[src/rtl/job_dispatcher.sv]
// Host-side job loader for the SHA core: buffers one 24-word job, streams it with
// start/shift strobes, waits for a solution claim, then holds nonce and latency for the host.
module job_dispatcher #(
   parameter int MID_WORDS  = 8,
   parameter int HEAD_WORDS = 16,
   parameter int SHIFT_GAP  = 0
) (
   input  logic        clk,
   input  logic        n_rst,
   input  logic        wr_en,
   input  logic [31:0] wr_data,
   output logic [4:0]  wr_count,
   output logic        buf_full,
   input  logic        job_go,
   input  logic        abort,
   output logic        busy,
   output logic        result_valid,
   output logic [31:0] result_nonce,
   output logic [31:0] result_cycles,
   input  logic        result_ack,
   output logic        start_found,
   output logic        shift_in_enable,
   output logic [31:0] in_data,
   input  logic        sol_claim,
   input  logic [31:0] core_nonce,
   output logic        sol_response
);

   localparam int TOTAL = MID_WORDS + HEAD_WORDS;
   localparam int GAP_W = (SHIFT_GAP > 0) ? $clog2(SHIFT_GAP + 1) : 1;
   localparam logic [4:0]       TOTAL_C = 5'(TOTAL);
   localparam logic [GAP_W-1:0] GAP_C   = GAP_W'(SHIFT_GAP);
   localparam logic [GAP_W-1:0] GAP_ONE = GAP_W'(1);

   typedef enum logic [2:0] {
      S_IDLE, S_START, S_SEND, S_WAIT, S_ACK, S_DONE
   } state_t;

   state_t state_q, state_n;

   logic [31:0]      job_buf [TOTAL];
   logic             we;
   logic [4:0]       wr_count_n;
   logic [4:0]       idx_q, idx_n;
   logic [GAP_W-1:0] gap_q, gap_n;
   logic [31:0]      cyc_q, cyc_n;
   logic [31:0]      nonce_n, rcyc_n;
   logic             valid_n, start_n, shift_n, resp_n;
   logic [31:0]      data_n;

   // Every output is the registered image of the next-state decision below, so
   // each one lines up with the state it belongs to and has no input-to-output path.
   // Result handshake: result_valid rises after a capture and stays high until
   // result_ack is sampled with it; result_ack without result_valid is ignored.
   always_comb begin
      state_n    = state_q;
      wr_count_n = wr_count;
      idx_n      = idx_q;
      gap_n      = gap_q;
      cyc_n      = cyc_q;
      nonce_n    = result_nonce;
      rcyc_n     = result_cycles;
      valid_n    = 1'b0;
      start_n    = 1'b0;
      shift_n    = 1'b0;
      data_n     = '0;
      resp_n     = 1'b0;
      we         = 1'b0;
      if (abort) begin
         state_n    = S_IDLE;
         wr_count_n = '0;
      end else begin
         case (state_q)
            S_IDLE: begin
               if (wr_en && (wr_count != TOTAL_C)) begin
                  we         = 1'b1;
                  wr_count_n = wr_count + 5'd1;
               end
               if (job_go && buf_full) begin
                  state_n = S_START;
                  start_n = 1'b1;
               end
            end
            S_START: begin
               state_n = S_SEND;
               shift_n = 1'b1;
               data_n  = job_buf[0];
               idx_n   = 5'd1;
               gap_n   = GAP_C;
            end
            S_SEND: begin
               // idx_q counts words already strobed; reaching TOTAL means the last strobe is on now
               if (idx_q == TOTAL_C) begin
                  state_n = S_WAIT;
                  cyc_n   = '0;
               end else if (gap_q == '0) begin
                  shift_n = 1'b1;
                  data_n  = job_buf[idx_q];
                  idx_n   = idx_q + 5'd1;
                  gap_n   = GAP_C;
               end else begin
                  gap_n = gap_q - GAP_ONE;
               end
            end
            S_WAIT: begin
               if (sol_claim) begin
                  nonce_n = core_nonce;
                  rcyc_n  = cyc_q;
                  resp_n  = 1'b1;
                  state_n = S_ACK;
               end else if (cyc_q != '1) begin
                  cyc_n = cyc_q + 32'd1;
               end
            end
            S_ACK: begin
               state_n = S_DONE;
               valid_n = 1'b1;
            end
            S_DONE: begin
               if (result_ack) begin
                  state_n    = S_IDLE;
                  wr_count_n = '0;
               end else begin
                  valid_n = 1'b1;
               end
            end
            default: state_n = S_IDLE;
         endcase
      end
   end

   always_ff @(posedge clk or negedge n_rst) begin
      if (!n_rst) begin
         state_q         <= S_IDLE;
         wr_count        <= '0;
         buf_full        <= 1'b0;
         busy            <= 1'b0;
         idx_q           <= '0;
         gap_q           <= '0;
         cyc_q           <= '0;
         result_valid    <= 1'b0;
         result_nonce    <= '0;
         result_cycles   <= '0;
         start_found     <= 1'b0;
         shift_in_enable <= 1'b0;
         in_data         <= '0;
         sol_response    <= 1'b0;
      end else begin
         state_q         <= state_n;
         wr_count        <= wr_count_n;
         buf_full        <= (wr_count_n == TOTAL_C);
         busy            <= (state_n != S_IDLE);
         idx_q           <= idx_n;
         gap_q           <= gap_n;
         cyc_q           <= cyc_n;
         result_valid    <= valid_n;
         result_nonce    <= nonce_n;
         result_cycles   <= rcyc_n;
         start_found     <= start_n;
         shift_in_enable <= shift_n;
         in_data         <= data_n;
         sol_response    <= resp_n;
      end
   end

   // Job storage needs no reset; contents are only read after a full refill.
   always_ff @(posedge clk) begin
      if (we) job_buf[wr_count] <= wr_data;
   end

endmodule

[config.mk]
export PLATFORM = sky130hd
export DESIGN_NAME = job_dispatcher
export DESIGN_NICKNAME = d
export VERILOG_FILES = /design/src/rtl/job_dispatcher.sv
export SDC_FILE = /design/constraint.sdc
export NUM_CORES = 1
export LEC_CHECK = 0
export CAP_MARGIN = 20
export CORE_AREA = 2 2 284 427
export DETAILED_ROUTE_END_ITERATION = 8
export DIE_AREA = 0 0 286 429
export PLACE_DENSITY_LB_ADDON = 0.15
export SYNTH_ARGS = -nofsm -noshare
export SYNTH_HDL_FRONTEND = slang
export SYNTH_SLANG_ARGS = --single-unit
[constraint.sdc]
create_clock -name clk -period 4.25 [get_ports clk]
set_input_delay 0.85 -clock clk [delete_from_list [all_inputs] [get_ports clk]]
set_output_delay 0.85 -clock clk [all_outputs]
set_load 0.005 [all_outputs]
# Word-level counts from Yosys, hierarchy flattened
# Memories as Yosys holds them, arrays and structs flattened.
# Cells that the tools add are included.
# totals
regBits,148
ram_bits,768
in_bits,71
out_inout_bits,107
wordCells,86
mem_count,1
# mem_list
name,depth,word_bits,read_ports,rd_clocked_by_memory_dff,write_ports,line,source
job_buf,24,32,2,0,1,41,logic [31:0] job_buf [TOTAL];
# op_classes
n_addsub,4
eq_ne,14
mux,42
n_bitwise,1
reduce_logical,10
# op_table
cell,count
$mux W32,6
$pmux W32 S2,2
$add A32 B1 Y32 const B,1
$ne A32 B32 Y1 const B,1
$mux W5,5
$pmux W5 S2,2
$mux W1,18
$pmux W3 S6,1
$mux W3,5
$add A5 B1 Y5 const B,2
$eq A5 B5 Y1 const B,2
$ne A2 B2 Y1 const B,5
$eq A3 B2 Y1 const B,2
$eq A3 B3 Y1 const B,2
$pmux W1 S2,3
$reduce_and A3 Y1,2
$ne A5 B5 Y1 const B,1
$reduce_and A5 Y1,1
$reduce_and A4 Y1,1
$reduce_bool A2 Y1,2
$eq A3 B1 Y1 const B,1
$logic_not A3 Y1,1
$reduce_bool A3 Y1,1
$logic_and A1 B1 Y1,2
other kinds (2),2

# Longest topological paths before layout
# Gate-level depths: netlist (run 1).
# depth
ltp_word,7
depth_mapped,11
mapped_depth_nobuf,7

# Worst setup path before layout (run 1)
# No wires, ideal clock.
# synth_timing
path_type,flip-flop to flip-flop
startpoint,register state_q[1]
endpoint,"memory job_buf[15][0], enable pin"
setup_ns,0.421
arrival_ns,2.888
required_ns,3.829
path_slack_ns,0.941
path_stages_with_launch,6
n_path_buf,1
period_less_slack_ns,3.309
cell_sequence,dfrtp_1 > clkbuf_1 > or3_1 > nor3_1 > nand2_1 > nor2_1
# synth_between
elab_chain_cells,5
# synth_lines
element,line,source
start: declaration,39,"state_t state_q, state_n;"
start signal: assignment,149,state_q <= state_n;
$logic_not A3 Y1,73,case (state_q)
$mux W1,73,
$mux W1,69,if (abort) begin
$mux W1,168,if (we) job_buf[wr_count] <= wr_data;
$mux W1 (not written as such),168,
end: declaration,41,
# Every way passes these cells.

# Final worst setup path (run 1)
# layout_timing
startpoint,register state_q[1]
endpoint,register result_nonce[26]
# layout_between
elab_chain_cells,2
# layout_lines
element,line,source
$eq A3 B2 Y1,73,
$reduce_and A3 Y1 (no source line),-,
end signal: assignment,157,result_nonce <= nonce_n;
end: declaration,18,"output logic [31:0] result_nonce,"
# Every way passes these cells.
# A chain may end at the register's enable or synchronous reset.

==> results of run 1 <==
[state kept, by name, indices dropped and copies added, names as in the netlist, 3 cells and up]
register	count
state_q	3
cyc_q	32
idx_q	5
job_buf	768
result_nonce	32
result_cycles	32
wr_count	5
in_data	32
[power by group]
group | internal (mW) | switching, mW | leakage [nW] | total, mW
Clock | 5.16 | 3.47 | 1.56 | 8.63
Combinational | 0.417 | 0.505 | 3.92 | 0.923
Sequential | 9.78 | 0.0521 | 8.94 | 9.83
Total | 15.4 | 4.03 | 14.4 | 19.4
[stage by stage]
stage          instances  setup slack, ps
2_1_floorplan       1816              941
3_3_place_gp        3535              712
3_5_place_dp        3535              694
4_1_cts             3705             1270
5_1_grt             3709             1110
6_report            3710             1340
[worst max-delay path, delay by kind of cell (launching register included)]
family / cells / cell delay [ps]
simple gates: 3 / 1080
flops: 1 / 580
buf+inv: 1 / 690
mux: 1 / 420
[worst max path at each step]
| stage | from | slack (ps) | cells after the start | end |
|---|---|---|---|---|
| after floorplan | state_q[1] | 940 | 5 | job_buf[15][0] |
| after global placement | abort | 710 | 5 | result_nonce[5] |
| after detailed placement | abort | 690 | 5 | result_nonce[26] |
| after CTS | state_q[1] | 1270 | 5 | result_nonce[0] |
| after global routing | state_q[1] | 1110 | 7 | result_cycles[31] |
| final | state_q[1] | 1340 | 5 | result_nonce[26] |
[cells by family (layout without fill, tap and decap cells)]
| group | Yosys count | count (layout) | share of synthesized area [%] |
|---|---|---|---|
| DFF | 915 | 915 | 75.3 |
| AOI/OAI and AO/OA | 162 | 162 | 3.20 |
| and+or+nand+nor | 298 | 298 | 3.98 |
| other | 0 | 1 | 0 |
| buffers and inverters | 108 | 431 | 1.27 |
| adders and majority gates | 7 | 7 | 0.246 |
| xor gates and xnor gates | 4 | 4 | 0.0986 |
| muxes | 322 | 322 | 15.9 |
[routing by layer]
metal / vias to the layer above / track usage [%]
met4: 2 / 4.57
met1: 9756 / 19.4
met3: 122 / 2.25
met5: - / 0
met2: 498 / 25.7
li1: 7875 / -
[layout by cell type (no fill, tap or decap), types with 19 or more instances in the layout]
cell	instances
dfrtp_1	143
mux2i_1	97
clkdlybuf4s50_1	176
a211o_1	32
o21ai_0	25
clkbuf_16	95
a21oi_1	23
mux4_2	192
clkbuf_1	19
nand2_1	120
nor2_4	24
buf_4	46
buf_12	24
edfxtp_1	768
nor2_1	53
mux2_2	33
o22ai_1	32
o31ai_1	23
[cell type report]
class / count / area, um2
Timing Repair Buffer: 251 / 2710
Clock buffer: 120 / 2520
Multi-Input combinational cell: 793 / 8540
Tap cell: 1570 / 1960
Sequential cell: 915 / 26800
Antenna cell: 1 / 2.50
Clock inverter: 50 / 682
Fill cell: 11011 / 75500
Inverter: 10 / 37.5
==> results.sh, run 1 <==
export IMPL_drive_gt1_share_pct=22.3
export IMPL_port_buffers=177
export IMPL_drt_drc_violations_left=0
export IMPL_worstSkewPairLatency_ps=680
export IMPL_dr_pass1_iters=7
export IMPL_p_total_mw=19.4
export IMPL_design_area_um2=43200
export IMPL_clock_sinks=915
export IMPL_fmax_mhz=343
export IMPL_postSynthAreaPerCell_um2=19.6
export IMPL_path_max_fanout=37
export IMPL_hold_class="input pin to asynchronous set/reset pin"
export IMPL_cts_resized=0
export IMPL_critPathSlowestCell="inv_2"
export IMPL_antenna_found_initial=2
export IMPL_fin_nets=2140
export IMPL_wirelength_um=91800
export IMPL_die_x_um=286
export IMPL_vias_per_cell=4.92
export IMPL_start_util_pct=29.9
export IMPL_synth_flop_cell="edfxtp_1"
export IMPL_hold_viol_final=0
export IMPL_cts_buffers=91
export IMPL_grt_pass1_vias=19506
export IMPL_path_clk_slew_ps=60
export IMPL_power_leakage_nw=14.4
export IMPL_timing_hold_ws_ps=204
export IMPL_critPathRequiredTime_ps=4790
export IMPL_synth_largest_area_cell="edfxtp_1"
export IMPL_post_drt_wl_per_cell_um=24.7
export IMPL_met2_wirelength_um=46300
export IMPL_tightest_slew_ps=1100
export IMPL_critPathKind="flip-flop to flip-flop"
export IMPL_syn_nets=1894
export IMPL_hpwl_um=55700
export IMPL_dieArea_um2=123000
export IMPL_place_gp_congestion=0.766
export IMPL_r2r_start="state_q[1]"
export IMPL_io_pins=178
export IMPL_grt_max_degree=68
export IMPL_ys_types=57
export IMPL_fin_crit_ps=2910
export IMPL_rr_endpoint="result_nonce[26]"
export IMPL_cap_violations=0
export IMPL_routedLengthMet1_um=39300
export IMPL_peakVddDrop_v=0.000272
export IMPL_syn_cell_area_um2=35500
export IMPL_cts_root_buf="clkbuf_16"
export IMPL_setup_violations_final=0
export IMPL_met3_length_um=4210
export IMPL_synthTopCellsByCount="edfxtp_1, mux4_2, dfrtp_1, nand2_1, mux2i_1"
export IMPL_synth_cells=1816
export IMPL_synthTopCellsByArea="edfxtp_1, mux4_2, dfrtp_1"
export IMPL_postLayoutCoreUtil_pct=36.4
export IMPL_cts_tree="built"
export IMPL_ctsHoldBuffers=0
export IMPL_rsz0062_at_grt="no"
export IMPL_yosysTopAreaCellShare_pct=64.9
export IMPL_worstSetupStartpointType="flip-flop"
export IMPL_ff2ff_path_depth=5
export IMPL_crit_chain="and3b_1 -> nand2_1 -> or2_2 -> inv_2 -> mux2_2"
export IMPL_min_period_over_period_pct=68.5
export IMPL_overflow=0
export IMPL_grt_pass1_wl_um=135000
export IMPL_status="finished, final reports clean"
export IMPL_num_vias=18253
export IMPL_first_iter_violations=1351
export IMPL_ys_ff_latch=915
export IMPL_die_h_um=429
export IMPL_slowest_delay_ps=690
export IMPL_finClkSkew_ps=20.4
export IMPL_finalSetupTns_ps=0
export IMPL_cts_max_level=3
export IMPL_async_flop_share_pct=16.1
export IMPL_drv_slew=0
export IMPL_cts_setup_buffers=0
export IMPL_ys_warn_count=0
export IMPL_critical_path_arrival_ps=3450
export IMPL_r2r_slack_ps=1340
export IMPL_slew_headroom_pct=26.7
export IMPL_seq_area_frac_synth_pct=75.3
export IMPL_power_density_nw_per_um2=449
export IMPL_postRouteAntennaNets=0
export IMPL_grt_usage_pct=14.9
export IMPL_rows=155
export IMPL_yosysMostFrequentCell="edfxtp_1"
export IMPL_clock_path_buffers=3
export IMPL_synth_edf_count=768
export IMPL_worstSetupEndpointType="flip-flop"
export IMPL_top_layer="met5"
export IMPL_core_um2=119000
export IMPL_placed_cell_area_um2=39900
export IMPL_syn_to_final_growth_pct=21.6
Note: power is estimated with default switching activity, not from simulation.
==> run 2: changes to the inputs <==
==> constraint.sdc (replaced) <==
create_clock -name clk -period 2.8 [get_ports clk]
set_input_delay 0.56 -clock clk [delete_from_list [all_inputs] [get_ports clk]]
set_output_delay 0.56 -clock clk [all_outputs]
set_load 0.005 [all_outputs]
==> run 2 against run 1 <==
Effect of this change:
- utilization rose by 0.70 points
- worst setup slack worse by 1100 ps
- via count up 0.97%
- register-to-register slack worse by 1100 ps
- critical path type unchanged
- largest cell class unchanged
==> results.sh, run 2 (synthesis results as in run 1) <==
export IMPL_r2r_start="wr_count[1]"
export IMPL_setup_violations_final=0
export IMPL_crit_chain="inv_1 -> ha_1 -> nand4b_1 -> nand2_1 -> nor3_2 -> buf_4 -> nand2_1 -> buf_12 -> nor2_4 -> buf_12"
export IMPL_fin_nets=2196
export IMPL_slowest_delay_ps=460
export IMPL_drt_drc_violations_left=0
export IMPL_critical_path_arrival_ps=2910
export IMPL_cts_buffers=92
export IMPL_path_max_fanout=17
export IMPL_critPathKind="flip-flop to flip-flop"
export IMPL_die_h_um=429
export IMPL_path_clk_slew_ps=60
export IMPL_critPathSlowestCell="dfrtp_1"
export IMPL_cts_max_level=3
export IMPL_drv_slew=0
export IMPL_min_period_over_period_pct=90.7
export IMPL_dr_pass1_iters=7
export IMPL_grt_usage_pct=15.7
export IMPL_placed_cell_area_um2=40900
export IMPL_postLayoutCoreUtil_pct=37.1
export IMPL_design_area_um2=44000
export IMPL_grt_pass1_vias=19788
export IMPL_cp_buffers_inverters=4
export IMPL_fmax_mhz=394
export IMPL_hold_class="input pin to asynchronous set/reset pin"
export IMPL_drive_gt1_share_pct=24.8
export IMPL_antenna_found_initial=1
export IMPL_largest_register="job_buf"
export IMPL_fin_crit_ps=2540
export IMPL_first_iter_violations=1324
export IMPL_finClkSkew_ps=20.8
export IMPL_peakVddDrop_v=0.000436
export IMPL_status="finished, final reports clean"
export IMPL_rr_endpoint="job_buf[22][18]"
export IMPL_cts_tree="built"
export IMPL_overflow=0
export IMPL_start_util_pct=29.9
export IMPL_grt_max_degree=95
export IMPL_vias_per_cell=4.89
export IMPL_power_density_nw_per_um2=659
export IMPL_die_x_um=286
export IMPL_final_common_cell="edfxtp_1"
export IMPL_hpwl_um=57400
export IMPL_rsz0062_at_grt="no"
export IMPL_dieArea_um2=123000
export IMPL_power_leakage_nw=14.8
export IMPL_postRouteAntennaNets=0
export IMPL_io_pins=178
export IMPL_cpLargestDelayFamily="simple AND/OR/NAND/NOR gates"
export IMPL_clock_path_buffers=3
export IMPL_worstSetupEndpointType="flip-flop"
export IMPL_cap_violations=0
export IMPL_slew_headroom_pct=39.0
export IMPL_port_buffers=177
export IMPL_nFillCells=11013
export IMPL_place_gp_congestion=0.783
export IMPL_num_vias=18430
export IMPL_cts_root_buf="clkbuf_16"
export IMPL_r2r_slack_ps=260
export IMPL_worstSetupStartpointType="flip-flop"
export IMPL_largest_reg_flops=768
export IMPL_layout_common_cells="edfxtp_1, mux4_2, clkdlybuf4s50_1, dfrtp_1, nand2_1"
export IMPL_tightest_slew_ps=912
export IMPL_ff2ff_path_depth=10
export IMPL_wirelength_um=95500
export IMPL_critPathRequiredTime_ps=3170
export IMPL_clock_sinks=915
export IMPL_cts_setup_buffers=0
export IMPL_syn_to_final_growth_pct=23.9
export IMPL_rows=155
export IMPL_n_antenna_cell=0
export IMPL_grt_pass1_wl_um=139000
export IMPL_core_um2=119000
export IMPL_hold_viol_final=0
export IMPL_post_drt_wl_per_cell_um=25.4
export IMPL_worstSkewPairLatency_ps=690
==> run 2: cell count changes in the layout (fill, tap and decap cells not counted), moves of 2 or more <==
cell	previous run	this run
clkinvlp_4	2	8
clkinv_4	0	4
bufinv_16	16	9
clkinv_8	2	0
buf_12	24	70
clkinv_2	12	15
buf_16	3	0
buf_4	46	58
clkbuf_1	19	12
inv_6	2	4
==> run 2: what timing repair did <==
| item | 4_1_cts | 5_1_grt |
|---|---|---|
| endpoints found under the setup margin | 0 | 703 |
| gates resized for setup | 0 | 2 |
| hold buffers | 1 | 0 |
| hold endpoints to repair | 44 | 0 |
==> run 2: cell type report <==
| class | instances | area [um2] | area share (%) |
|---|---|---|---|
| clock buffers | 115 | 2530 | 5.75 |
| clock inverters | 58 | 586 | 1.33 |
| inverters | 10 | 37.5 | 0.0852 |
| multi-input cells | 793 | 8550 | 19.4 |
| flip-flops and latches | 915 | 26800 | 60.8 |
| well taps | 1570 | 1960 | 4.46 |
| repair buffers | 306 | 3620 | 8.22 |
==> run 2: metrics by stage <==
step / hold slack (ps) / total power [mW] / instances / worst slack, ps / TNS (ps)
after floorplan: 264 / 15.9 / 1816 / -509 / -387130
after global placement: 460 / 16.6 / 3593 / -118 / -32640
after detailed placement: 464 / 16.6 / 3593 / -133 / -27870
after CTS: 420 / 29.4 / 3767 / 76.7 / 0
after global routing: 457 / 30.0 / 3767 / 71.0 / 0
final: 457 / 29.0 / 3767 / 260 / 0
==> run 2: worst max-delay path by stage <==
stage	startpoint	end	slack, ps	cells after the start
2_1_floorplan	state_q[1]	job_buf[15][0]	-510	5
3_3_place_gp	abort	cyc_q[13]	-120	7
3_5_place_dp	abort	cyc_q[13]	-130	7
4_1_cts	wr_count[0]	job_buf[16][21]	80	10
5_1_grt	wr_count[1]	job_buf[19][18]	70	10
6_report	wr_count[1]	job_buf[22][18]	260	10
==> run 2: per-layer routing <==
metal	share of wire [%]	GRT usage [%]
met2	53	28.5
met5	0	0
met3	4.0	2.42
met1	40	19.0
met4	2.1	4.63
==> run 2: power by group <==
part / internal [mW] / switching (mW) / leakage (nW)
Combinational: 0.662 / 0.741 / 4.33
Sequential: 14.8 / 0.0477 / 8.94
Clock: 7.30 / 5.41 / 1.52
==> run 2: worst reg2reg max path, cell delays in order (launching register included) <==
cell and delay (ps):
dfrtp_1 460, inv_1 120, ha_1 250, nand4b_1 150, nand2_1 100, nor3_2 220
buf_4 180, nand2_1 90, buf_12 170, nor2_4 210, buf_12 240
